==> config.mk <==
export PLATFORM = sky130hd
export DESIGN_NAME = sqrt_f32_issue
export DESIGN_NICKNAME = d
export VERILOG_FILES = /design/src/rtl/sqrt_f32_issue_pkg.sv /design/src/rtl/sync_fifo.sv /design/src/rtl/sqrt_f32_issue.sv
export SDC_FILE = /design/constraint.sdc
export NUM_CORES = 1
export LEC_CHECK = 0
export ABC_CLOCK_PERIOD_IN_PS = 3900
export BUFFER_PORTS_ARGS = -buffer_cell sky130_fd_sc_hd__buf_4
export CORE_MARGIN = 2
export CORE_UTILIZATION = 30
export DETAILED_ROUTE_END_ITERATION = 6
export PLACE_DENSITY = 0.49
export SLEW_MARGIN = 15
export SYNTH_ARGS = -nofsm -noshare
export SYNTH_HDL_FRONTEND = slang
export SYNTH_SLANG_ARGS = --single-unit
==> constraint.sdc <==
create_clock -name clk -period 3.9 [get_ports clk]
set_clock_uncertainty 0.2 [all_clocks]
set_input_delay 0.78 -clock clk [delete_from_list [all_inputs] [get_ports clk]]
set_output_delay 0.78 -clock clk [all_outputs]
set_load 0.02 [all_outputs]
==> src/rtl/sqrt_f32_issue_pkg.sv <==
// Shared definitions for the f32 square-root issue stage: FSM encodings,
// f32 field widths and constants.
package sqrt_f32_issue_pkg;

   typedef enum logic [1:0] {
      IDLE  = 2'd0,
      START = 2'd1,
      WAIT  = 2'd2,
      DONE  = 2'd3
   } state_e;

   localparam int EXPONENTWIDTH = 8;
   localparam int MANTISSAWIDTH = 23;
   localparam logic [31:0] F32_TWO = 32'h40000000;

   // True for +-0 and denormals, which the bypass path answers without the core.
   function automatic logic exp_zero(input logic [31:0] f);
      return f[MANTISSAWIDTH +: EXPONENTWIDTH] == '0;
   endfunction

endpackage

==> src/rtl/sync_fifo.sv <==
// Synchronous operand FIFO with natural-wrap pointers and an occupancy counter.
// A push while full is dropped even if a pop happens in the same cycle.
module sync_fifo #(
   parameter int WIDTH = 32,
   parameter int DEPTH = 4
) (
   input  logic             clk,
   input  logic             rst,
   input  logic             push,
   input  logic             pop,
   input  logic [WIDTH-1:0] din,
   output logic [WIDTH-1:0] dout,
   output logic             full,
   output logic             empty
);

   localparam int AW = $clog2(DEPTH);

   logic [WIDTH-1:0] mem [DEPTH];
   logic [AW-1:0]    wr_ptr, rd_ptr;
   logic [AW:0]      count;
   logic             do_push, do_pop;

   assign full    = count == (AW+1)'(DEPTH);
   assign empty   = count == '0;
   assign do_push = push && !full;
   assign do_pop  = pop && !empty;
   assign dout    = mem[rd_ptr];

   always_ff @(posedge clk or posedge rst) begin
      if (rst) begin
         wr_ptr <= '0;
         rd_ptr <= '0;
         count  <= '0;
      end else begin
         if (do_push) wr_ptr <= wr_ptr + 1'b1;
         if (do_pop)  rd_ptr <= rd_ptr + 1'b1;
         case ({do_push, do_pop})
            2'b10:   count <= count + 1'b1;
            2'b01:   count <= count - 1'b1;
            default: ;
         endcase
      end
   end

   always_ff @(posedge clk) begin
      if (do_push) mem[wr_ptr] <= din;
   end

endmodule

==> src/rtl/sqrt_f32_issue.sv <==
// Issue stage for the iterative f32 square-root core: FIFO, core sequencing,
// timeout and result register. Optional macro: SQRT_ISSUE_ZERO_BYPASS_EN.
module sqrt_f32_issue
   import sqrt_f32_issue_pkg::*;
#(
   parameter int DEPTH      = 4,
   parameter int MAX_CYCLES = 256,
   parameter int WIDTH      = 32
) (
   input  logic             clk,
   input  logic             rst,
   input  logic             in_valid,
   output logic             in_ready,
   input  logic [WIDTH-1:0] in_data,
   output logic             out_valid,
   input  logic             out_ready,
   output logic [WIDTH-1:0] out_data,
   output logic             out_timeout,
   output logic             core_rst,
   output logic [WIDTH-1:0] core_a,
   input  logic             core_rdy,
   input  logic [WIDTH-1:0] core_sqrt
);

   localparam int CW = $clog2(MAX_CYCLES);

   state_e           state, state_nx;
   logic [CW-1:0]    cnt;
   logic [WIDTH-1:0] op, fifo_dout;
   logic             fifo_full, fifo_empty;
   logic             pop, zero_op, timeout_hit, wait_exit;

   sync_fifo #(.WIDTH(WIDTH), .DEPTH(DEPTH)) u_fifo (
      .clk   (clk),
      .rst   (rst),
      .push  (in_valid),
      .pop   (pop),
      .din   (in_data),
      .dout  (fifo_dout),
      .full  (fifo_full),
      .empty (fifo_empty)
   );

   assign in_ready    = !fifo_full;
   assign pop         = (state == IDLE) && !fifo_empty;
   assign timeout_hit = cnt == CW'(MAX_CYCLES - 1);
   assign wait_exit   = (state == WAIT) && (core_rdy || timeout_hit);
   assign core_a      = op;

`ifdef SQRT_ISSUE_ZERO_BYPASS_EN
   assign zero_op = exp_zero(fifo_dout);
`else
   assign zero_op = 1'b0;
`endif

   always_ff @(posedge clk or posedge rst) begin
      if (rst) state <= IDLE;
      else     state <= state_nx;
   end

   always_comb begin
      state_nx = state;
      case (state)
         IDLE:  if (pop) state_nx = zero_op ? DONE : START;
         START: state_nx = WAIT;
         WAIT:  if (core_rdy || timeout_hit) state_nx = DONE;
         DONE:  if (out_ready) state_nx = IDLE;
         default: state_nx = IDLE;
      endcase
   end

   // The core only runs in WAIT; every other state keeps it parked in reset.
   always_comb begin
      core_rst  = 1'b1;
      out_valid = 1'b0;
      case (state)
         WAIT:    core_rst  = 1'b0;
         DONE:    out_valid = 1'b1;
         default: ;
      endcase
   end

   always_ff @(posedge clk or posedge rst) begin
      if (rst) begin
         op          <= '0;
         cnt         <= '0;
         out_data    <= '0;
         out_timeout <= 1'b0;
      end else begin
         if (pop) op <= fifo_dout;
         if (state == START)     cnt <= '0;
         else if (state == WAIT) cnt <= cnt + 1'b1;
         // core_rdy takes priority over a coincident timeout
         if (wait_exit) begin
            out_data    <= core_sqrt;
            out_timeout <= !core_rdy;
         end
         if (pop && zero_op) begin
            out_data    <= {fifo_dout[WIDTH-1], {(WIDTH-1){1'b0}}};
            out_timeout <= 1'b0;
         end
      end
   end

endmodule
==> reports/results.ini, run 1 <==
[status]
outcome = complete, no violations

[yosys]
synthTopCellsByArea = edfxtp_1 47%, dfrtp_1 25%, mux4_2 7.7%
syn-instance-count = 398
synthFlopType = edfxtp_1
async_flop_share_pct = 39.0
synth_enable_flop_cells = 128
syn-cell-area_um2 = 8150
synth-seq-cells = 210
synth_area_per_cell_um2 = 20.5
ys_types = 39
synth_fp_nets = 478
synth_top_area_cell = edfxtp_1
synth_top_area_share_pct = 47.2
ys_warn_count = 0
seq_area_frac_synth_pct = 72.4

[die]
die_y_um = 169
core_um2 = 26800
io_pins = 137
rows = 60
die-area_um2 = 28500
start_util_pct = 30.4
die_w_um = 169

[grt]
grt_pass1_wl_mm = 25.6
grt_max_degree = 83
grt_pass1_vias = 4406
grt_usage_pct = 11.6
gr-total-overflow = 0
antenna_found_initial = 0

[drt]
drc_errors = 0
firstDrtPassIters = 4
vias = 4080
routed_via_density = 4.50
drt_iter0_markers = 249
ant_nets = 0
wl_per_cell_um = 18.3
wl_mm = 16.6

[cts]
clk_pin_slew_worst_paths_ns = 0.05
clock_path_buffers = 3
cts_resized = 0
clock_latency_ns = 0.52
cts-htree-levels = 1
cts_hold_buf = 0
cts_tree = yes
cts_root_buffer = clkbuf_16
post_cts_buffers = 0
cts_buffers = 24
numClockSinks = 210

[timing]
slew_viol_final = 0
post-route-min-period_ns = 2.51
setup_viol = 0
tightestPinTransition_ns = 0.998
maxSlewHeadroom_pct = 33.4
hold_viol_final = 0
finalCritPeriodShare_pct = 64.4
setup_slack_ns = 1.39
final.setup.tns_ns = 0
fmax_mhz = 398
rsz0062_at_grt = false

[worst_setup_path]
r2r_slack_ns = 1.59
worstReg2RegStart = u_fifo.rd_ptr[0]$_DFFE_PP0P_
rr_worst_depth = 3
path_class = reg2out
cp.arrival_ns = 1.53
critPathLaunchType = flop
cp-startpoint = state[0]$_DFFE_PP0P_
r2r_end = core_a[20]$_DFFE_PP0P_
end_kind = output port
cp_max_fo = 5
cp-endpoint = core_rst
required_ns = 2.92

[place]
gp_congestion = 0.702
dp_hpwl_mm = 10.1
placed_cell_area_um2 = 9500
post-place-ws_ns = 1.48
post-place-cells = 863
portBuffers = 136

[finish]
antenna_cells = 0
final_cell_mix = 139 x buf_4, 128 x edfxtp_1, 80 x dfrtp_1
area_delta_synth_final_pct = 26.4
fin_nets = 628
fin_area_um2 = 10300
drive_above_1_share_pct = 48.1
final_cells = 907
layout_commonest_cell = buf_4

[pwr]
max-vdd-ir-drop_uv = 376
p_leak_uw = 0.00407
power_density_nw_per_um2 = 856

[flow_run]
drv_cap = 0

[hold_path]
hold_path.class = in2async

-- sequential cells by signal, indices dropped and copies added, names as in the netlist --
name,count
u_fifo.mem,128
core_a,32
out_data,32
cnt,8
u_fifo.count,3
state,2
u_fifo.rd_ptr,2
u_fifo.wr_ptr,2
out_timeout,1
-- report_power, final --
part	internal, µW	switching (µW)	leakage (µW)	total, µW
sequential	3110	432	0.00215	3540
clock	1370	864	0.000390	2230
combinational	1580	1470	0.00153	3050
total	6050	2770	0.00407	8820
-- worst min-delay path by stage --
stage | from | end | slack [ns] | cells after the start
after detailed placement | out_data[1]$_DFFE_PP0P_ | out_data[1]$_DFFE_PP0P_ | 0.28 | 1
after global placement | out_data[0]$_DFFE_PP0P_ | out_data[0]$_DFFE_PP0P_ | 0.28 | 1
final | rst | out_data[22]$_DFFE_PP0P_ | 0.25 | 2
after global routing | in_data[3] | u_fifo.mem[1][3]$_DFFE_PP_ | 0.24 | 1
after floorplan | cnt[3]$_DFFE_PP0P_ | cnt[3]$_DFFE_PP0P_ | 0.26 | 1
after CTS | in_data[3] | u_fifo.mem[2][3]$_DFFE_PP_ | 0.24 | 1
-- routing by layer --
layer  track usage [%]  wire (µm)
met4              3.26        391
met1              15.6       7430
met5                 0          0
met2              18.7       7560
met3              2.97       1180
-- final cells by class --
cell class | instances | area, µm²
timing repair buffer | 139 | 1040
clock inverter | 9 | 108
fill | 2448 | 16500
clock buffer | 35 | 693
inverter | 14 | 57.6
tap | 341 | 427
sequential | 210 | 5900
multi-input combinational | 159 | 2070
-- worst max-delay path, stage by stage (launching register included) --
cell and delay, ns:
dfrtp_1 0.41, inv_1 0.09, ha_1 0.26, inv_1 0.09
buf_4 0.17
-- synthesized netlist by cell type (all sizes together) (3+ instances only) --
cell type	n
ha	10
xnor2	5
dfrtp	82
mux2i	3
nand4	3
inv	14
a21oi	7
edfxtp	128
mux2	66
and3	5
buf	13
mux4	32
xor2	5
nand2	4
-- per-stage QoR --
step                      power, µW  hold WS (ns)  utilization (%)
after floorplan                5630         0.261                -
after global placement         6640         0.284             35.4
after detailed placement       6710         0.282             35.4
after CTS                      8980         0.241             38.4
after global routing           9320         0.235             38.4
final                          8820         0.246             38.4
-- cell families (layout without fill, tap and decap cells) --
logic type | after synthesis | count (layout) | synth area share, %
XOR/XNOR | 10 | 10 | 1.08
multiplexers | 101 | 101 | 19.8
flip-flops | 210 | 210 | 72.4
AO/OA/AOI/OAI | 15 | 15 | 1.20
AND/OR/NAND/NOR | 22 | 22 | 1.51
buffers and inverters | 29 | 197 | 2.26
adder cells (fa/ha/maj) | 11 | 11 | 1.78
No activity file was read; power rests on OpenSTA's default activity.
==> run 2: changes to the inputs <==
ABC_CLOCK_PERIOD_IN_PS = 2300   (was 3900)
PLACE_DENSITY = 0.51   (was 0.49)
clock period = 2.3 ns   (was 3.9 ns; I/O delays follow)
==> run 2 against run 1 <==
Flip-flop and latch count is the same. Clock power is 69% higher. Die area stayed put. Combinational power rose by 88%. Critical path type is now reg2reg. Wire length increased by 3.6%. Critical endpoint is now u_fifo.count[2]$_DFFE_PP0P_. Sequential power up 64%. Sequential share of layout area is 4.4 points lower. Utilization is 3.2 points higher. Cell count grew 8.7%. Worst setup slack got worse by 1.3 ns. Largest power group unchanged.
==> reports/results.ini, run 2 (same netlist as run 1, synthesis figures left out) <==
[finish]
area_delta_synth_final_pct = 37.0
fin_area_um2 = 11200
final_cell_mix = 142 x buf_4, 128 x edfxtp_1, 80 x dfrtp_1
layout_commonest_cell = buf_4
drive_above_1_share_pct = 45.4
n_fill_cell = 2367
antenna_cells = 0
fin_nets = 706
largest_reg_flops = 128
largest_register = u_fifo.mem

[pwr]
p_int_uw = 10500
p_leak_uw = 0.00443
p_switching_uw = 4820
max-vdd-ir-drop_uv = 626
pwr-share-seq_pct = 38.0
power_frac_comb_pct = 37.4
power_frac_clock_pct = 24.6
power_density_nw_per_um2 = 1370
p_sw_share_pct = 31.5

[grt]
antenna_found_initial = 1
grt_pass1_vias = 4757
grt_pass1_wl_mm = 26.6
grt_max_degree = 71
grt_usage_pct = 12.0
gr-total-overflow = 0

[die]
die_y_um = 169
start_util_pct = 30.4
core_um2 = 26800
die_w_um = 169
die-area_um2 = 28500
rows = 60
io_pins = 137

[worst_setup_path]
cp.arrival_ns = 2.42
worstReg2RegStart = state[0]$_DFFE_PP0P_
cp_max_fo = 4
rr_worst_depth = 10
path_class = reg2reg
r2r_slack_ns = 0.12
cp-endpoint = u_fifo.count[2]$_DFFE_PP0P_
critPathLaunchType = flop
cp.depth = 10
cp-startpoint = state[0]$_DFFE_PP0P_
cp_slowest_cell = dfrtp_1
r2r_end = u_fifo.count[2]$_DFFE_PP0P_
end_kind = flop
cp_cell_sequence = inv_2 -> ha_2 -> nand2b_4 -> inv_2 -> ha_2 -> inv_1 -> fa_1 -> xor2_1 -> nor2_1 -> xor2_1
slowest_delay_ns = 0.42
path_buf_inv = 3
required_ns = 2.54
cp_top_family = adder cells

[status]
outcome = complete, no violations

[timing]
fmax_mhz = 459
slew_viol_final = 0
final.setup.tns_ns = 0
finalCritPeriodShare_pct = 94.8
hold_viol_final = 0
maxSlewHeadroom_pct = 71.0
setup_viol = 0
post-route-min-period_ns = 2.18
tightestPinTransition_ns = 0.435

[place]
gp_congestion = 0.759
placed_cell_area_um2 = 9660
dp_hpwl_mm = 9.88
portBuffers = 136

[drt]
drt_iter0_markers = 186
wl_per_cell_um = 17.4
routed_via_density = 4.47
ant_nets = 0
wl_mm = 17.2
vias = 4405
firstDrtPassIters = 4
drc_errors = 0

[cts]
cts-htree-levels = 1
cts_tree = yes
clock_latency_ns = 0.52
clk_pin_slew_worst_paths_ns = 0.06
clock_path_buffers = 3
numClockSinks = 210
cts_buffers = 25
cts_root_buffer = clkbuf_16

[hold_path]
hold_path.class = in2reg

[flow_run]
drv_cap = 0

-- run 2: cell types whose count changed in the layout (fill, tap and decap cells not counted), moves of 2 or more --
| cell | delta |
|---|---|
| buf_4 | +3 |
| inv_1 | -4 |
| clkinv_2 | +2 |
| ha_1 | -2 |
| buf_12 | +8 |
| ha_2 | +2 |
| clkbuf_8 | -2 |
| dlygate4sd3_1 | +66 |
| inv_2 | +4 |
-- run 2: power groups by stage --
stage	combinational (µW)	clock [µW]	sequential [µW]
floorplan	3100	0	6460
global placement	5630	0	5830
detailed placement	5720	0	5890
CTS	5820	3920	5830
global route	6180	4060	5950
finish	5740	3770	5820
-- run 2: what timing repair did --
action / 4_1_cts / 5_1_grt
endpoints found under the hold margin: 173 / 0
setup endpoints to repair: 0 / 1
setup buffers: 0 / 2
resized for setup: 0 / 8
hold buffers: 66 / 0
-- run 2: cell type report --
cell class | instances | area (µm²) | area share, %
inverters | 14 | 56.3 | 0.505
multi-input cells | 159 | 2090 | 18.7
clock inverters | 14 | 143 | 1.28
flip-flops and latches | 210 | 5900 | 52.9
repair buffers | 216 | 1890 | 16.9
well taps | 341 | 427 | 3.82
clock buffers | 32 | 662 | 5.93
-- run 2: worst min-delay path by stage --
stage                       start                      endpoint  slack, ns  cells after the start
6_report                 in_valid  u_fifo.wr_ptr[0]$_DFFE_PP0P_       0.09                      3
5_1_grt                  in_valid  u_fifo.wr_ptr[0]$_DFFE_PP0P_       0.08                      3
4_1_cts                  in_valid  u_fifo.wr_ptr[0]$_DFFE_PP0P_       0.11                      3
3_5_place_dp                  rst      out_data[18]$_DFFE_PP0P_       0.24                      2
3_3_place_gp                  rst      out_data[23]$_DFFE_PP0P_       0.24                      2
2_1_floorplan  cnt[3]$_DFFE_PP0P_            cnt[3]$_DFFE_PP0P_       0.26                      1
-- run 2: worst register-to-register path, stage by stage, from the launching register on --
cell	delay, ns
dfrtp_1	0.42
inv_2	0.08
ha_2	0.21
nand2b_4	0.07
inv_2	0.08
ha_2	0.19
inv_1	0.05
fa_1	0.37
xor2_1	0.15
nor2_1	0.11
xor2_1	0.17
-- run 2: per-layer routing --
layer | global-route usage [%] | routed length, µm
met5 | 0 | 16
met4 | 3.30 | 418
met3 | 2.69 | 962
met2 | 21.5 | 8500
met1 | 14.7 | 7270
-- run 2: metrics by stage --
stage	hold WS [ns]	utilization (%)	power (µW)	cells	setup slack, ns
2_1_floorplan	0.261	-	9560	398	0.00561
3_3_place_gp	0.235	36.1	11500	872	0.144
3_5_place_dp	0.245	36.1	11600	872	0.0451
4_1_cts	0.109	41.5	15600	984	0.0253
5_1_grt	0.0779	41.6	16200	986	-0.00622
6_report	0.0869	41.6	15300	986	0.120
==> run 3: changes to the inputs <==
CAP_MARGIN = 10   (was default)
PLACE_DENSITY = 0.59   (was 0.51)
==> run 3 against run 2 <==
Fmax decreased by 0.84%. Sequential share of layout area rose by 0.24 points. First-iteration DRC count shrank 4.3%. Critical path depth stayed put. Flip-flop and latch count did not move. Worst setup slack got worse by 0.019 ns. Sequential power up 0.9%. Hold slack better by 0.070 ns. Clock-buffer cell count decreased by 2. Power is 0.65% lower. Combinational power down 2%. Largest cell class unchanged.
==> reports/results.ini, run 3 (same netlist as run 1, synthesis figures left out) <==
[finish]
n_fill_cell = 2363
largest_register = u_fifo.mem
area_delta_synth_final_pct = 36.4
layout_commonest_cell = buf_4
fin_nets = 704
largest_reg_flops = 128
antenna_cells = 0
final_cell_mix = 144 x buf_4, 128 x edfxtp_1, 80 x dfrtp_1
drive_above_1_share_pct = 45.0

[timing]
fmax_mhz = 455
setup_slack_ns = 0.101
finalCritPeriodShare_pct = 95.6
tightestPinTransition_ns = 0.973
setup_viol = 0
post-route-min-period_ns = 2.20
slew_viol_final = 0
maxSlewHeadroom_pct = 35.1
final.setup.tns_ns = 0
rsz0062_at_grt = false
hold_viol_final = 0

[worst_setup_path]
rr_worst_depth = 10
slowest_delay_ns = 0.42
cp_cell_sequence = inv_2 -> ha_2 -> nand2b_4 -> inv_2 -> ha_2 -> inv_1 -> fa_1 -> xor2_1 -> nor2_1 -> xor2_1
critPathLaunchType = flop
cp.depth = 10
r2r_end = u_fifo.count[2]$_DFFE_PP0P_
cp_max_fo = 4
cp_top_family = adder cells
path_buf_inv = 3
worstReg2RegStart = state[0]$_DFFE_PP0P_
r2r_slack_ns = 0.10
required_ns = 2.52
cp.arrival_ns = 2.42
cp_slowest_cell = dfrtp_1
path_class = reg2reg
end_kind = flop

[hold_path]
hold_depth = 3
hp-start = in_valid
hold_path.class = in2reg
hold_end = u_fifo.wr_ptr[0]$_DFFE_PP0P_

[drt]
vias = 4360
ant_nets = 0
firstDrtPassIters = 4
drc_errors = 0
wl_mm = 16.7
routed_via_density = 4.44
wl_per_cell_um = 17.0
drt_iter0_markers = 178

[status]
outcome = complete, no violations

[die]
start_util_pct = 30.4
die-area_um2 = 28500
die_w_um = 169
rows = 60
die_y_um = 169
core_um2 = 26800
io_pins = 137

[cts]
cts_buffers = 24
clock_latency_ns = 0.51
cts_root_buffer = clkbuf_16
clk_pin_slew_worst_paths_ns = 0.06
clock_path_buffers = 3
cts_tree = yes
cts-htree-levels = 1
numClockSinks = 210

[grt]
grt_pass1_wl_mm = 26.0
gr-total-overflow = 0
grt_max_degree = 35
grt_usage_pct = 11.7
antenna_found_initial = 0
grt_pass1_vias = 4767

[pwr]
finalPower_uw = 15200
p_leak_uw = 0.00439
power_density_nw_per_um2 = 1370
max-vdd-ir-drop_uv = 559

[place]
post-place-ws_ns = 0.0323
gp_congestion = 0.725
dp_hpwl_mm = 10.3
portBuffers = 136

[flow_run]
drv_cap = 0

run 3: changes by cell type in the layout (fill, tap and decap cells not counted), moves of 2 or more:
cell and change:
clkinvlp_4 +3, buf_12 -3, buf_4 +2, clkinv_2 -5
run 3: cell type report:
type	count	area (µm²)	area share, %
timing repair buffer	215	1840	16.6
inverter	14	56.3	0.507
multi-input combinational	159	2080	18.8
sequential	210	5900	53.1
clock buffer	30	623	5.61
clock inverter	14	178	1.60
tap	341	427	3.84
run 3: repair_timing:
action,4_1_cts,5_1_grt
setup buffers,0,5
endpoints found under the hold margin,173,0
setup endpoints to repair,1,4
pin swaps,0,1
resized for setup,1,6
hold buffers,66,0
cloned,0,0
run 3: routing by layer:
metal  up-vias  global-route usage, %  part of all wire, %
li1       1992                      -                    -
met1      2174                   14.6                   42
met2       158                   20.3                   49
met3        36                   2.67                  5.7
met4         0                   3.86                  2.9
met5         -                      0                    0
run 3: where the power goes:
part / total, µW / switching, µW / internal, µW / leakage (µW)
Clock: 3770 / 1480 / 2290 / 0.000375
Combinational: 5600 / 2690 / 2910 / 0.00187
Sequential: 5870 / 600 / 5270 / 0.00215
run 3: worst max path at each step:
stage	from	endpoint
final	state[0]$_DFFE_PP0P_	u_fifo.count[2]$_DFFE_PP0P_
after global routing	u_fifo.count[1]$_DFFE_PP0P_	u_fifo.count[2]$_DFFE_PP0P_
after CTS	state[0]$_DFFE_PP0P_	u_fifo.count[2]$_DFFE_PP0P_
after detailed placement	state[0]$_DFFE_PP0P_	u_fifo.count[2]$_DFFE_PP0P_
after global placement	u_fifo.count[0]$_DFFE_PP0P_	u_fifo.mem[0][6]$_DFFE_PP_
after floorplan	u_fifo.count[0]$_DFFE_PP0P_	u_fifo.count[2]$_DFFE_PP0P_
run 3: per-stage QoR:
step                      cells  hold WS (ns)  area (µm²)  util (%)
after global placement      868         0.278        9600      35.8
final                       983         0.157       11100      41.4
after CTS                   978         0.142       11100      41.3
after global routing        983         0.165       11100      41.4
after floorplan             398         0.261        8150         -
after detailed placement    868         0.282        9600      35.8
run 3: worst reg2reg max path, delay by kind of cell, from the launching register on:
kind	cells	cell delay (ns)
xor+xnor	2	0.33
fa+ha+maj	3	0.78
simple gates	2	0.19
flops	1	0.42
buf+inv	3	0.20
